<file path="src/rtl/mux41_rr_if.sv">
// Handshake bundle for the 4:1 round-robin mux: four input streams plus one tagged output stream.
// slave is the mux's view; master is the view of whatever drives the inputs and sinks the output.
interface mux41_rr_if #(
  parameter int W = 8
);
  logic [3:0]     I_valid;
  logic [4*W-1:0] I_data;
  logic [3:0]     I_ready;
  logic           Y_valid;
  logic [W-1:0]   Y_data;
  logic [1:0]     S;
  logic           Y_ready;

  modport slave (
    input  I_valid, I_data, Y_ready,
    output I_ready, Y_valid, Y_data, S
  );

  modport master (
    output I_valid, I_data, Y_ready,
    input  I_ready, Y_valid, Y_data, S
  );
endinterface

</file>
<file path="src/rtl/mux41_rr.sv">
// Round-robin merge of four valid/ready channels into one registered output tagged with its source channel.
// Latency 1 cycle; back-to-back loads while Y_ready is high; all I_ready bits low while FULL and stalled.
module mux41_rr #(
  parameter int W = 8
) (
  input  logic clk,
  input  logic rst,
  mux41_rr_if.slave bus
);

  typedef enum logic {
    S_EMPTY = 1'b0,
    S_FULL  = 1'b1
  } state_t;

  state_t       r_state;
  state_t       w_state_nxt;
  logic [W-1:0] r_data;
  logic [1:0]   r_s;
  logic [1:0]   r_last;

  logic [W-1:0] w_ch [4];
  logic [1:0]   w_g;
  logic [1:0]   w_idx;
  logic         w_found;
  logic         w_any;
  logic         w_load_ok;
  logic         w_take;
  logic [3:0]   w_ready;

  // Search starts just past the last grant and wraps, so the last grantee is tried last.
  always_comb begin
    w_g     = r_last;
    w_idx   = r_last;
    w_found = 1'b0;
    w_any   = |bus.I_valid;
    for (int i = 1; i <= 4; i++) begin
      w_idx = r_last + 2'(i);
      if (!w_found && bus.I_valid[w_idx]) begin
        w_g     = w_idx;
        w_found = 1'b1;
      end
    end
  end

  always_comb begin
    for (int k = 0; k < 4; k++) begin
      w_ch[k] = bus.I_data[k*W +: W];
    end
  end

  // Gating with rst keeps I_ready low while reset is held.
  always_comb begin
    w_state_nxt = r_state;
    w_load_ok   = (r_state == S_EMPTY) || bus.Y_ready;
    w_take      = w_load_ok && w_any && !rst;
    w_ready     = w_take ? 4'(4'b0001 << w_g) : 4'b0000;
    case (r_state)
      S_EMPTY: if (w_any)                 w_state_nxt = S_FULL;
      S_FULL:  if (bus.Y_ready && !w_any) w_state_nxt = S_EMPTY;
      default:                            w_state_nxt = S_EMPTY;
    endcase
  end

  always_ff @(posedge clk or posedge rst) begin
    if (rst) begin
      r_state <= S_EMPTY;
    end else begin
      r_state <= w_state_nxt;
    end
  end

  always_ff @(posedge clk or posedge rst) begin
    if (rst) begin
      r_data <= '0;
      r_s    <= 2'd0;
      r_last <= 2'd3;
    end else if (w_take) begin
      r_data <= w_ch[w_g];
      r_s    <= w_g;
      r_last <= w_g;
    end
  end

  assign bus.I_ready = w_ready;
  assign bus.Y_valid = (r_state == S_FULL);
  assign bus.Y_data  = r_data;
  assign bus.S       = r_s;

endmodule

</file>
<file path="src/flat_wrapper.sv">
// flat-port wrapper written by rule: the top's interface ports become plain ports
module mux41_rr_flat 
#(
  parameter int W = 8
)
  (clk, rst, bus_I_valid, bus_I_data, bus_Y_ready, bus_I_ready, bus_Y_valid, bus_Y_data, bus_S);
  mux41_rr_if #(.W(W)) bus_i ();
  input  logic clk;
  input  logic rst;
  input wire logic [$bits(bus_i.I_valid)-1:0] bus_I_valid;
  input wire logic [$bits(bus_i.I_data)-1:0] bus_I_data;
  input wire logic [$bits(bus_i.Y_ready)-1:0] bus_Y_ready;
  output wire logic [$bits(bus_i.I_ready)-1:0] bus_I_ready;
  output wire logic [$bits(bus_i.Y_valid)-1:0] bus_Y_valid;
  output wire logic [$bits(bus_i.Y_data)-1:0] bus_Y_data;
  output wire logic [$bits(bus_i.S)-1:0] bus_S;
  assign bus_i.I_valid = bus_I_valid;
  assign bus_i.I_data = bus_I_data;
  assign bus_i.Y_ready = bus_Y_ready;
  assign bus_I_ready = bus_i.I_ready;
  assign bus_Y_valid = bus_i.Y_valid;
  assign bus_Y_data = bus_i.Y_data;
  assign bus_S = bus_i.S;
  mux41_rr #(.W(W)) u_core (.clk(clk), .rst(rst), .bus(bus_i));
endmodule
</file>
<file path="config.mk">
export PLATFORM = sky130hd
export DESIGN_NAME = mux41_rr_flat
export DESIGN_NICKNAME = d
export VERILOG_FILES = /design/src/rtl/mux41_rr_if.sv /design/src/rtl/mux41_rr.sv /design/src/flat_wrapper.sv
export SDC_FILE = /design/constraint.sdc
export NUM_CORES = 1
export LEC_CHECK = 0
export ABC_CLOCK_PERIOD_IN_PS = 2600
export BUFFER_PORTS_ARGS = -buffer_cell sky130_fd_sc_hd__buf_2
export CAP_MARGIN = 5
export CORE_ASPECT_RATIO = 1.4
export CORE_MARGIN = 2
export CORE_UTILIZATION = 33
export CTS_BUF_LIST = sky130_fd_sc_hd__clkbuf_16
export DETAILED_ROUTE_END_ITERATION = 8
export HOLD_SLACK_MARGIN = 0.05
export PLACE_DENSITY = 0.64
export SYNTH_ARGS = -nofsm -noshare
export SYNTH_HDL_FRONTEND = slang
export SYNTH_SLANG_ARGS = --single-unit
</file>
<file path="constraint.sdc">
create_clock -name clk -period 2.6 [get_ports clk]
set_input_delay 0.39 -clock clk [delete_from_list [all_inputs] [get_ports clk]]
set_output_delay 0.39 -clock clk [all_outputs]
set_load 0.02 [all_outputs]
</file>
## Yosys cells after proc, flatten, opt, wreduce, memory -nomap -nowiden

Cells that the tools add are included.
Widths: inputs -> output; s select.

- Logic and storage cells: 50
- Flip-flop bits (word level): 13
- Bits of input ports: 39

- Multiplexer cells: 22
- Order comparisons: 5
- Bitwise logic cells: 2
- Shifts and indexed selects: 1
- Reduce and logical (&&, ||, !) cells: 13
- Add/subtract/negate cells: 3

Operators by type and width:

| operator | count |
|---|---|
| $bmux 8 s2 | 1 |
| $mux 8 | 2 |
| $lt 2x3->1 const B | 4 |
| $mux 1 | 9 |
| $bmux 1 s2 | 4 |
| $mux 2 | 4 |
| $logic_and 1x1->1 | 6 |
| $logic_not 1->1 | 5 |
| $add 2x2->2 const B | 2 |
| $mux 4 | 1 |
| $reduce_or 4->1 | 1 |
| $shl 1x2->4 const A | 1 |
| $ge 3x3->1 const B | 1 |
| $not 2->3 | 1 |
| $add 2x1->2 const B | 1 |
| $pmux 1 s2 | 1 |
| $logic_or 1x1->1 | 1 |
| $not 1->1 | 1 |

## Logic depth before layout (Yosys ltp)

Gate-level depths: netlist of run 1.

- Depth after elaboration: 17
- Mapped depth: 7
- Mapped depth without buffers: 5

## Least setup slack after synthesis of run 1

OpenSTA, ideal clock, no wires.

- Kind: flip-flop to output port
- From: register u_core.r_state, in the netlist u_core.bus.Y_valid
- To: output bus_I_ready[0]
- Arrival time: 1.811 ns
- Required time: 2.210 ns
- Cell stages (with the launch flop): 6
- Buffers on the path: 1
- Path slack: 0.399 ns
- Cell sequence: dfrtp_1 > nor2b_1 > nor3_4 > o211ai_2 > buf_6 > nor4_1

- Longest elaborated chain between the ends: 5

RTL lines:

| item | line | source |
|---|---|---|
| start: declaration | mux41_rr.sv:16 | `state_t r_state;` |
| start signal: assignment | mux41_rr.sv:69 | `r_state <= w_state_nxt;` |
| $not 1->1 | mux41_rr.sv:55 | `w_load_ok = (r_state == S_EMPTY) \|\| bus.Y_ready;` |
| $logic_or 1x1->1 | mux41_rr.sv:55 |  |
| $logic_and 1x1->1 (2 in series) | mux41_rr.sv:56 | `w_take = w_load_ok && w_any && !rst;` |
| $mux 4 | mux41_rr.sv:57 | `w_ready = w_take ? 4'(4'b0001 << w_g) : 4'b0000;` |
| end: declaration | flat_wrapper.sv:13 | `output wire logic [$bits(bus_i.I_ready)-1:0] bus_I_ready;` |

No other way between the ends.

## Worst setup path in the final report of run 1

- From: register u_core.r_last[0]
- To: output bus_I_ready[0]

- Longest elaborated chain between the ends: 15
- Elaborated cells between the ends (all ways): 26

RTL lines:

| item | line | source |
|---|---|---|
| start: declaration | mux41_rr.sv:20 | `logic [1:0] r_last;` |
| start signal: assignment | mux41_rr.sv:81 | `r_last <= w_g;` |
| $add 2x1->2 | mux41_rr.sv:38 | `w_idx = r_last + 2'(i);` |
| $bmux 1 s2 | mux41_rr.sv:39 | `if (!w_found && bus.I_valid[w_idx]) begin` |
| $mux 1 (implied by the code) | mux41_rr.sv:39 |  |
| $mux 1 | mux41_rr.sv:39 |  |
| $logic_not 1->1 | mux41_rr.sv:39 |  |
| $logic_and 1x1->1 | mux41_rr.sv:39 |  |
| $mux 1 | mux41_rr.sv:39 |  |
| $logic_not 1->1 | mux41_rr.sv:39 |  |
| $logic_and 1x1->1 | mux41_rr.sv:39 |  |
| $mux 1 | mux41_rr.sv:39 |  |
| $logic_not 1->1 | mux41_rr.sv:39 |  |
| $logic_and 1x1->1 | mux41_rr.sv:39 |  |
| $mux 2 (*) | mux41_rr.sv:39 |  |
| $shl 1x2->4 (*) | mux41_rr.sv:57 |  |
| $mux 4 (*) | mux41_rr.sv:57 |  |

Mark *: on every way between the ends. The rest lies on a longest branch, timed or not. The select of a mux whose other input is x is not followed.

==> metrics.md, run 1 <==
| Metric | Value |
|---|---|
| Post-cts gate resize count | `0` |
| Yosys warning count | `0` |
| P_sw | `between 400 and 500 µW` |
| Die Span Y | `67.5 µm` |
| Most common cell after layout, fill and taps aside | `buf_2` |
| Max layer used | `met4` |
| Min Clock Period, post-route | `~2.3 ns` |
| TritonCTS Buffers | `3` |
| Worst reg2reg path startpoint | `u_core.r_last[0]` |
| Drt pass-1 iters | `4` |
| Share of cells above drive strength 1 | `between 40 and 50%` |
| Worst slack, placed | `0.428 ns` |
| Clock Tree Buf Depth | `2` |
| DR iter-0 viols | `10` |
| Area Overhead vs Synth | `39.4%` |
| Worst-path fanout max | `12` |
| Number of diodes | `0` |
| Final WS setup | `about 0.29 ns` |
| Sequential cell area | `328 µm²` |
| Register area share after synthesis | `~35%` |
| Cell Int Power | `665 µW` |
| Detailed Route WL | `2740 µm` |
| RR Endpoint | `u_core.bus.Y_data[0]` |
| Antenna violations before repair | `0` |
| Input/output buffers | `53` |
| Yosys cell types | `29` |
| Max-cap violation count | `0` |
| Die ar. | `around 3300 µm²` |
| Clk pwr share | `about a quarter` |
| Vias in the first global route | `between 1000 and 1500` |
| Drt wl/cell | `around 14 µm` |
| Reg-to-reg setup timing slack | `0.65 ns` |
| Met3 WL | `129 µm` |
| Worst Setup SP | `u_core.r_last[0]` |
| Global-route wire length before repair | `4550 µm` |
| Share of total power in sequential cells | `a little under a third` |
| Cell area after synthesis | `around 950 µm²` |
| Number of top-level pins | `54` |
| Post-route DRC | `0` |
| Post-CTS Setup Inserts | `0` |
| F_max | `~430 MHz` |
| Rel. slew slack | `60.5%` |
| CTS tree | `built` |
| Crit path capture | `bus_I_ready[0]` |
| Comb power frac | `a little over two fifths` |
| Num Clock Sinks | `13` |
| Hold buffers post-CTS | `0` |
| Flops & latches, synth | `13` |
| Worst vdd ir | `~0.39 mV` |
| Final slew viol count | `0` |
| Switch share | `~38%` |
| H-tree Lvls | `1` |
| Clk root buf | `clkbuf_16` |
| GP Congestion | `between 0.7 and 0.8` |
| Antenna viol nets, final | `0` |
| Worst EP arrival | `roughly 1.9 ns` |
| CP required | `2.21 ns` |
| Status | `complete, no violations` |
| Most frequent cells in the layout | `buf_2, dfrtp_1, nand2_1, a21o_1` |
| P per Cell Area | `808 nW/µm²` |
| Reg2Reg Depth | `6` |
| Final Hold Fails | `0` |
| Skew final | `0.00364 ns` |
| Grt ovf | `0` |
| Detailed Place HPWL | `approximately 2100 µm` |
| CP Capture Type | `output port` |
| Worst path cell trace | `nand2b_1, o21ai_0, o211ai_2, nor4_1, buf_2` |
| Avg Vias per Cell | `5.17` |
| Worst Hold Class | `primary input to asynchronous set/reset pin` |
| Worst skew pair latency | `0.24 ns` |
| Largest net degree at the start of global routing | `14` |
| Final setup violation count | `0` |
| Clock-pin slew on the worst setup and hold paths | `approximately 0.050 ns` |
| RSZ-0062 raised after global routing | `false` |
| Period utilization | `around nine tenths` |
| Via count | `about 990` |
| Met1 WL | `1150 µm` |
| GR Util All Layers | `around 18%` |
| Syn avg cell area | `around 9.5 µm²` |
| Core Area | `around 2800 µm²` |
| Crit path kind | `register to output port` |
| Mapped Cells | `100` |
| Startpoint type of the worst setup path | `register` |
| CP max stage delay | `about 0.56 ns` |
| Slowest library cell on the worst path | `dfstp_2` |
| Leak pwr | `0.646 nW` |
| Syn nets | `between 100 and 150` |
| Die width | `49.3 µm` |
| Least-Margin Pin Slew | `roughly 0.59 ns` |
| # nets final | `~200` |
| Rows | `23` |
| Fill count | `between 200 and 300` |
| Fin Setup TNS | `0 ns` |
| Met2 routed WL | `1410 µm` |
| Multi-input logic area | `roughly 570 µm²` |
| Initial Util | `approximately 34%` |
state kept, by name (all words and copies together), names as in the netlist:
name / cells
u_core.bus.S: 2
u_core.bus.Y_data: 8
u_core.bus.Y_valid: 1
u_core.r_last: 2
routing by layer:
layer | track usage [%] | vias up
met5 | 0 | -
met2 | 32.4 | 32
met1 | 19.8 | 464
met4 | 9.64 | 0
met3 | 2.65 | 4
li1 | - | 492
synth_stat cells:
| cell type | count | area [µm²] |
|---|---|---|
| a21o_1 | 9 | 67.6 |
| a21oi_1 | 2 | 10.0 |
| a21oi_4 | 1 | 16.3 |
| and3_1 | 1 | 6.26 |
| buf_1 | 2 | 7.51 |
| buf_6 | 3 | 33.8 |
| clkbuf_2 | 1 | 5.00 |
| dfrtp_1 | 11 | 275 |
| dfstp_2 | 2 | 52.6 |
| inv_1 | 1 | 3.75 |
| mux2i_1 | 8 | 80.1 |
| nand2_1 | 9 | 33.8 |
| nand2b_1 | 2 | 12.5 |
| nand4_1 | 8 | 50.1 |
| nor2_1 | 5 | 18.8 |
| nor2b_1 | 2 | 12.5 |
| nor2b_2 | 1 | 8.76 |
| nor3_4 | 2 | 32.5 |
| nor3b_2 | 1 | 12.5 |
| nor4_1 | 2 | 12.5 |
| o211ai_1 | 8 | 60.1 |
| o211ai_2 | 1 | 12.5 |
| o21a_1 | 3 | 22.5 |
| o21ai_0 | 3 | 15.0 |
| o21ai_1 | 1 | 5.00 |
| o31ai_1 | 8 | 60.1 |
| or2b_1 | 1 | 7.51 |
| or3_1 | 1 | 6.26 |
| or3b_2 | 1 | 8.76 |
power by group through the flow:
stage / combinational [mW] / clock (mW) / sequential, mW
3_5_place_dp: 0.466 / 0 / 0.325
2_1_floorplan: 0.265 / 0 / 0.385
3_3_place_gp: 0.456 / 0 / 0.324
6_report: 0.464 / 0.281 / 0.324
5_1_grt: 0.509 / 0.294 / 0.335
4_1_cts: 0.467 / 0.283 / 0.324
cell families (layout without fill, tap and decap cells):
group	after synthesis	in the layout	synth area share, %
AO/OA/AOI/OAI	36	36	28.3
flip-flops	13	13	34.5
multiplexers	8	8	8.43
buffers and inverters	7	62	5.27
AND/OR/NAND/NOR	36	36	23.5
how the worst min path moves through the flow:
stage | startpoint | end | slack [ns]
finish | rst | u_core.bus.Y_data[1] | 0.21
global route | rst | u_core.bus.S[0] | 0.27
CTS | rst | u_core.bus.S[0] | 0.23
detailed placement | rst | u_core.bus.S[0] | 0.48
global placement | rst | u_core.bus.Y_valid | 0.48
floorplan | rst | u_core.bus.S[0] | 0.27
worst max-delay path: cells and delay by family, from the launching register on:
family                 cells  cell delay (ns)
and+or+nand+nor            2             0.29
DFF                        1             0.56
AOI/OAI and AO/OA          2             0.66
buffers and inverters      1             0.18
final cells by class:
cell class / instances / area share (%)
clock buffers: 3 / 5.67
clock inverters: 1 / 0.284
inverters: 1 / 0.284
multi-input cells: 80 / 43.2
flip-flops and latches: 13 / 24.8
well taps: 37 / 3.50
repair buffers: 57 / 22.3
through the flow:
| stage | cell area (µm²) | cells | hold slack [ns] | total power, mW | utilization (%) |
|---|---|---|---|---|---|
| 2_1_floorplan | 950 | 100 | 0.266 | 0.650 | - |
| 3_3_place_gp | 1240 | 188 | 0.477 | 0.780 | 44.6 |
| 5_1_grt | 1320 | 192 | 0.266 | 1.14 | 47.4 |
| 4_1_cts | 1320 | 192 | 0.229 | 1.07 | 47.4 |
| 6_report | 1320 | 192 | 0.211 | 1.07 | 47.4 |
| 3_5_place_dp | 1240 | 188 | 0.480 | 0.791 | 44.6 |
(Power assumes the default switching activity.)
==> run 2, diff against run 1 <==
--- a/config.mk
+++ b/config.mk
@@ -10,11 +10,11 @@
 export CAP_MARGIN = 5
 export CORE_ASPECT_RATIO = 1.4
 export CORE_MARGIN = 2
-export CORE_UTILIZATION = 33
+export CORE_UTILIZATION = 30
 export CTS_BUF_LIST = sky130_fd_sc_hd__clkbuf_16
 export DETAILED_ROUTE_END_ITERATION = 8
 export HOLD_SLACK_MARGIN = 0.05
-export PLACE_DENSITY = 0.64
+export PLACE_DENSITY = 0.59
 export SYNTH_ARGS = -nofsm -noshare
 export SYNTH_HDL_FRONTEND = slang
 export SYNTH_SLANG_ARGS = --single-unit
==> run 2 against run 1 <==
Worst setup slack worse by 0.031 ns. Global-route usage is 0.97 points lower. Wire length is 4.4% higher. Via count is 3.1% higher. Core utilization is 3.9 points lower. Sequential share of layout area is 0.19 points lower. Largest cell class unchanged.
==> metrics.md, run 2 (same netlist as run 1, synthesis figures left out) <==
| Metric | Value |
|---|---|
| Status | `complete, no violations` |
| Die ar. | `3640 µm² (+9.3%)` |
| Worst reg2reg path startpoint | `u_core.r_last[0]` |
| Max reg flops | `8 (unchanged)` |
| Reg2Reg Depth | `6 (unchanged)` |
| Post-CTS Setup Inserts | `0 (unchanged)` |
| Final slew viol count | `0 (unchanged)` |
| DP Area | `1250 µm² (+0.80%)` |
| TritonCTS Buffers | `3 (unchanged)` |
| Least-Margin Pin Slew | `0.624 ns (+0.0364 ns)` |
| Startpoint type of the worst setup path | `register` |
| Fill count | `331 (+14%)` |
| Period utilization | `90.0% (+1.2 points)` |
| Post-route cell area | `1330 µm² (+0.76%)` |
| Worst skew pair latency | `0.24 ns (about the same)` |
| F_max | `427 MHz (-1.3%)` |
| Worst EP arrival | `1.95 ns (+0.03 ns)` |
| H-tree Lvls | `1 (unchanged)` |
| RSZ-0062 raised after global routing | `false` |
| Leak pwr | `0.651 nW (+0.73%)` |
| Placed insts | `191 (+1.6%)` |
| CTS tree | `built` |
| Antenna viol nets, final | `0 (unchanged)` |
| GP Congestion | `0.749 (-3.4%)` |
| Tot Pwr | `1.08 mW (+0.94%)` |
| Most common cell after layout, fill and taps aside | `buf_2` |
| Worst Hold Class | `primary input to asynchronous set/reset pin` |
| Antenna violations before repair | `0 (unchanged)` |
| Num Clock Sinks | `13 (unchanged)` |
| Post-cts gate resize count | `0 (unchanged)` |
| Rel. slew slack | `58.1% (-2.4 points)` |
| Post-route DRC | `0 (unchanged)` |
| Drt wl/cell | `14.6 µm (+2.8%)` |
| Input/output buffers | `53 (unchanged)` |
| Hold buffers post-CTS | `0 (unchanged)` |
| Rows | `24 (+4.3%)` |
| Max-cap violation count | `0 (unchanged)` |
| Number of diodes | `0 (unchanged)` |
| Global-route wire length before repair | `4630 µm (+1.8%)` |
| Number of top-level pins | `54 (unchanged)` |
| Clock-pin slew on the worst setup and hold paths | `0.04 ns (about the same)` |
| DR iter-0 viols | `20 (+10)` |
| Final setup violation count | `0 (unchanged)` |
| Worst vdd ir | `0.362 mV (-8.2%)` |
| Avg Vias per Cell | `5.25 (+1.5%)` |
| Crit path kind | `register to output port` |
| Drt pass-1 iters | `4 (unchanged)` |
| Largest net degree at the start of global routing | `14 (unchanged)` |
| GR Util All Layers | `16.8% (-0.97 points)` |
| Clk root buf | `clkbuf_16` |
| Worst-path fanout max | `12 (unchanged)` |
| Grt ovf | `0 (unchanged)` |
| Core Area | `3060 µm² (+9.7%)` |
| CP required | `2.21 ns (about the same)` |
| P per Cell Area | `809 nW/µm² (+0.18%)` |
| CP Capture Type | `output port` |
| Die Span Y | `70.6 µm (+4.6%)` |
| Final WS setup | `0.260 ns (-0.0309 ns)` |
| Die width | `51.6 µm (+4.5%)` |
| Detailed Place HPWL | `2220 µm (+5.3%)` |
| Fin Setup TNS | `0 ns (unchanged)` |
| Reg-to-reg setup timing slack | `0.67 ns (+0.02 ns)` |
| Via count | `1023 (+3.1%)` |
| Detailed Route WL | `2860 µm (+4.4%)` |
| Worst slack, placed | `0.376 ns (-0.0516 ns)` |
| Area Overhead vs Synth | `40.4%` |
| Vias in the first global route | `1056 (+1.1%)` |
| Share of cells above drive strength 1 | `44.9% (+0.36 points)` |
| Final Hold Fails | `0 (unchanged)` |
| Most frequent cells in the layout | `buf_2, dfrtp_1, nand2_1, a21o_1` |
| Initial Util | `31.0% (-3.0 points)` |
| Clock Tree Buf Depth | `2 (unchanged)` |
| Skew final | `0.000643 ns (-0.00300 ns)` |
| # nets final | `196 (+0.51%)` |
| Final cell count without fillers | `195 (+1.6%)` |
| RR Endpoint | `u_core.bus.Y_data[1]` |
| Min Clock Period, post-route | `2.34 ns (+0.0309 ns)` |
## run 2: cell types whose count changed in the layout (fill, tap and decap cells not counted), sizes merged
cell  delta
buf      +1
## run 2: cell type report
type / count / area [µm²] / share of cell area [%]
clock inverter: 1 / 3.75 / 0.281
sequential: 13 / 328 / 24.6
timing repair buffer: 58 / 303 / 22.7
inverter: 1 / 3.75 / 0.281
clock buffer: 3 / 75.1 / 5.63
tap: 39 / 48.8 / 3.66
multi-input combinational: 80 / 572 / 42.9
## run 2: worst max-delay path: stages (launching register included)
cell and delay [ns]:
dfstp_2 0.56, nand2b_1 0.21, o21ai_0 0.17, o211ai_2 0.48, nor4_1 0.10, buf_2 0.18
## run 2: how the worst max path moves through the flow
stage	start	end	slack, ns	cells past startpoint
final	u_core.r_last[0]	bus_I_ready[0]	0.26	5
after global routing	u_core.r_last[0]	bus_I_ready[0]	0.14	5
after CTS	u_core.r_last[0]	bus_I_ready[0]	0.26	5
after detailed placement	bus_I_valid[0]	bus_I_ready[0]	0.38	7
after global placement	bus_I_valid[0]	bus_I_ready[0]	0.45	7
after floorplan	u_core.bus.Y_valid	bus_I_ready[0]	0.40	5
## run 2: layer usage
metal	wire length [µm]	GRT usage [%]	vias up
met4	58	9.06	0
met1	1130	18.9	488
met3	146	2.53	5
met5	0	0	-
li1	-	-	495
met2	1520	29.5	35
## run 2: per-stage QoR
step                utilization, %  hold slack [ns]
floorplan                        -            0.266
global placement              41.0            0.477
detailed placement            41.0            0.484
CTS                           43.5            0.233
global route                  43.5            0.257
finish                        43.5            0.206
## run 2: report_power, final
part,internal (mW),total [mW],switching [mW]
clock network,0.203,0.286,0.0836
logic,0.192,0.473,0.281
registers,0.277,0.320,0.0438
total,0.671,1.08,0.409
==> run 3, diff against run 2 <==
--- a/config.mk
+++ b/config.mk
@@ -11,7 +11,6 @@
 export CORE_ASPECT_RATIO = 1.4
 export CORE_MARGIN = 2
 export CORE_UTILIZATION = 30
-export CTS_BUF_LIST = sky130_fd_sc_hd__clkbuf_16
 export DETAILED_ROUTE_END_ITERATION = 8
 export HOLD_SLACK_MARGIN = 0.05
 export PLACE_DENSITY = 0.59
==> run 3 against run 2 <==
Register-to-register slack hardly changed. Largest cell class unchanged. Power is 10% lower. Count of clock-buffer cells in the layout is 1 higher. Non-clock buffer count stayed put. Largest power group unchanged. Critical endpoint unchanged. Highest routed layer unchanged. Sequential share of layout area is 0.64 points higher. Fmax is 0.39% higher.
==> metrics.md, run 3 (same netlist as run 1, synthesis figures left out) <==
| Metric | Value |
|---|---|
| Number of diodes | `0 (unchanged)` |
| Tot Pwr | `971 µW (-10%)` |
| Drt wl/cell | `14.6 µm (-0.32%)` |
| Via count | `1023 (unchanged)` |
| Post-cts gate resize count | `0 (unchanged)` |
| Antenna violations before repair | `0 (unchanged)` |
| Final Hold Fails | `0 (unchanged)` |
| P per Cell Area | `747 nW/µm² (-7.7%)` |
| Avg Vias per Cell | `5.25 (unchanged)` |
| Core Area | `3060 µm² (unchanged)` |
| Share of cells above drive strength 1 | `44.9% (unchanged)` |
| Startpoint type of the worst setup path | `register` |
| Worst EP arrival | `1.94 ns (about the same)` |
| Worst-path fanout max | `12 (unchanged)` |
| Reg-to-reg setup timing slack | `0.67 ns (about the same)` |
| Post-route cell area | `1300 µm² (-2.5%)` |
| # nets final | `196 (unchanged)` |
| Leak pwr | `0.631 nW (-3.0%)` |
| F_max | `429 MHz (+0.39%)` |
| Clock-pin slew on the worst setup and hold paths | `0.05 ns (about the same)` |
| Largest net degree at the start of global routing | `14 (unchanged)` |
| Clk pwr share | `18.3% (-8.2 points)` |
| P_sw | `395 µW (-3.3%)` |
| Max-cap violation count | `0 (unchanged)` |
| Worst slack, placed | `0.376 ns (unchanged)` |
| Worst skew pair latency | `0.24 ns (about the same)` |
| Num Clock Sinks | `13 (unchanged)` |
| CP required | `2.21 ns (about the same)` |
| Rows | `24 (unchanged)` |
| Status | `complete, no violations` |
| Area Overhead vs Synth | `36.9%` |
| Crit path kind | `register to output port` |
| Final cell count without fillers | `195 (unchanged)` |
| GP Congestion | `0.749 (unchanged)` |
| Switch share | `40.7% (+2.8 points)` |
| H-tree Lvls | `1 (unchanged)` |
| Detailed Route WL | `2850 µm (-0.32%)` |
| Period utilization | `89.6% (-0.35 points)` |
| Reg2Reg Depth | `6 (unchanged)` |
| RSZ-0062 raised after global routing | `false` |
| TritonCTS Buffers | `3 (unchanged)` |
| Drt pass-1 iters | `4 (unchanged)` |
| Share of total power in sequential cells | `32.9% (+3.2 points)` |
| Vias in the first global route | `1054 (-0.19%)` |
| Most frequent cells in the layout | `buf_2, dfrtp_1, nand2_1, a21o_1` |
| Fin Setup TNS | `0 ns (unchanged)` |
| CP Capture Type | `output port` |
| Fill count | `330 (-0.30%)` |
| Skew final | `0.00178 ns (+0.00114 ns)` |
| Grt ovf | `0 (unchanged)` |
| Rel. slew slack | `58.0% (-0.11 points)` |
| Number of top-level pins | `54 (unchanged)` |
| RR Endpoint | `u_core.bus.Y_data[1]` |
| CTS tree | `built` |
| GR Util All Layers | `16.4% (-0.39 points)` |
| Worst reg2reg path startpoint | `u_core.r_last[0]` |
| Least-Margin Pin Slew | `0.626 ns (+0.00160 ns)` |
| Die width | `51.6 µm (unchanged)` |
| Comb power frac | `48.8% (+5.0 points)` |
| DP Area | `1250 µm² (unchanged)` |
| Post-CTS Setup Inserts | `0 (unchanged)` |
| Final WS setup | `0.269 ns (+0.00911 ns)` |
| Max reg flops | `8 (unchanged)` |
| Final setup violation count | `0 (unchanged)` |
| Worst vdd ir | `0.303 mV (-16%)` |
| Most common cell after layout, fill and taps aside | `buf_2` |
| Antenna viol nets, final | `0 (unchanged)` |
| Clock Tree Buf Depth | `2 (unchanged)` |
| Post-route DRC | `0 (unchanged)` |
| Detailed Place HPWL | `2220 µm (unchanged)` |
| Final slew viol count | `0 (unchanged)` |
| Worst Hold Class | `primary input to asynchronous set/reset pin` |
| Die Span Y | `70.6 µm (unchanged)` |
| Initial Util | `31.0% (unchanged)` |
| Global-route wire length before repair | `4600 µm (-0.58%)` |
| Die ar. | `3640 µm² (unchanged)` |
| Clk root buf | `clkbuf_8` |
| Min Clock Period, post-route | `2.33 ns (-0.00911 ns)` |
| Hold buffers post-CTS | `0 (unchanged)` |
| Input/output buffers | `53 (unchanged)` |
| Placed insts | `191 (unchanged)` |
| DR iter-0 viols | `27 (+35%)` |
| Cell Int Power | `576 µW (-14%)` |
## run 3: cell type report
| type | count | area [µm²] | area share, % |
|---|---|---|---|
| clock buffers | 4 | 45.0 | 3.46 |
| well taps | 39 | 48.8 | 3.75 |
| flip-flops and latches | 13 | 328 | 25.2 |
| inverters | 1 | 3.75 | 0.289 |
| repair buffers | 58 | 303 | 23.3 |
| multi-input cells | 80 | 572 | 44.0 |
## run 3: metrics by stage
stage          util, %  hold slack, ns
2_1_floorplan        -           0.266
3_3_place_gp      41.0           0.477
3_5_place_dp      41.0           0.484
4_1_cts           42.4           0.234
5_1_grt           42.4           0.254
6_report          42.4           0.204
## run 3: worst max-delay path by stage
stage | start | end | slack, ns | cells past startpoint
global route | u_core.r_last[0] | bus_I_ready[0] | 0.13 | 5
finish | u_core.r_last[0] | bus_I_ready[0] | 0.27 | 5
CTS | u_core.r_last[0] | bus_I_ready[0] | 0.26 | 5
floorplan | u_core.bus.Y_valid | bus_I_ready[0] | 0.40 | 5
detailed placement | bus_I_valid[0] | bus_I_ready[0] | 0.38 | 7
global placement | bus_I_valid[0] | bus_I_ready[0] | 0.45 | 7
## run 3: metal layers
layer	GRT usage, %	up-vias	wire (µm)
li1	-	495	-
met1	18.9	494	1140
met2	29.5	30	1540
met3	2.53	4	131
met4	6.43	0	33
met5	0	-	0
## run 3: critical path, stage by stage (launching register included)
cell	delay (ns)
dfstp_2	0.57
nand2b_1	0.21
o21ai_0	0.17
o211ai_2	0.48
nor4_1	0.10
buf_2	0.18
## run 3: power groups by stage
stage	logic [mW]	clock network, mW	registers [mW]
floorplan	0.265	0	0.385
global placement	0.462	0	0.322
detailed placement	0.476	0	0.324
CTS	0.477	0.181	0.321
global route	0.515	0.194	0.328
finish	0.473	0.178	0.320
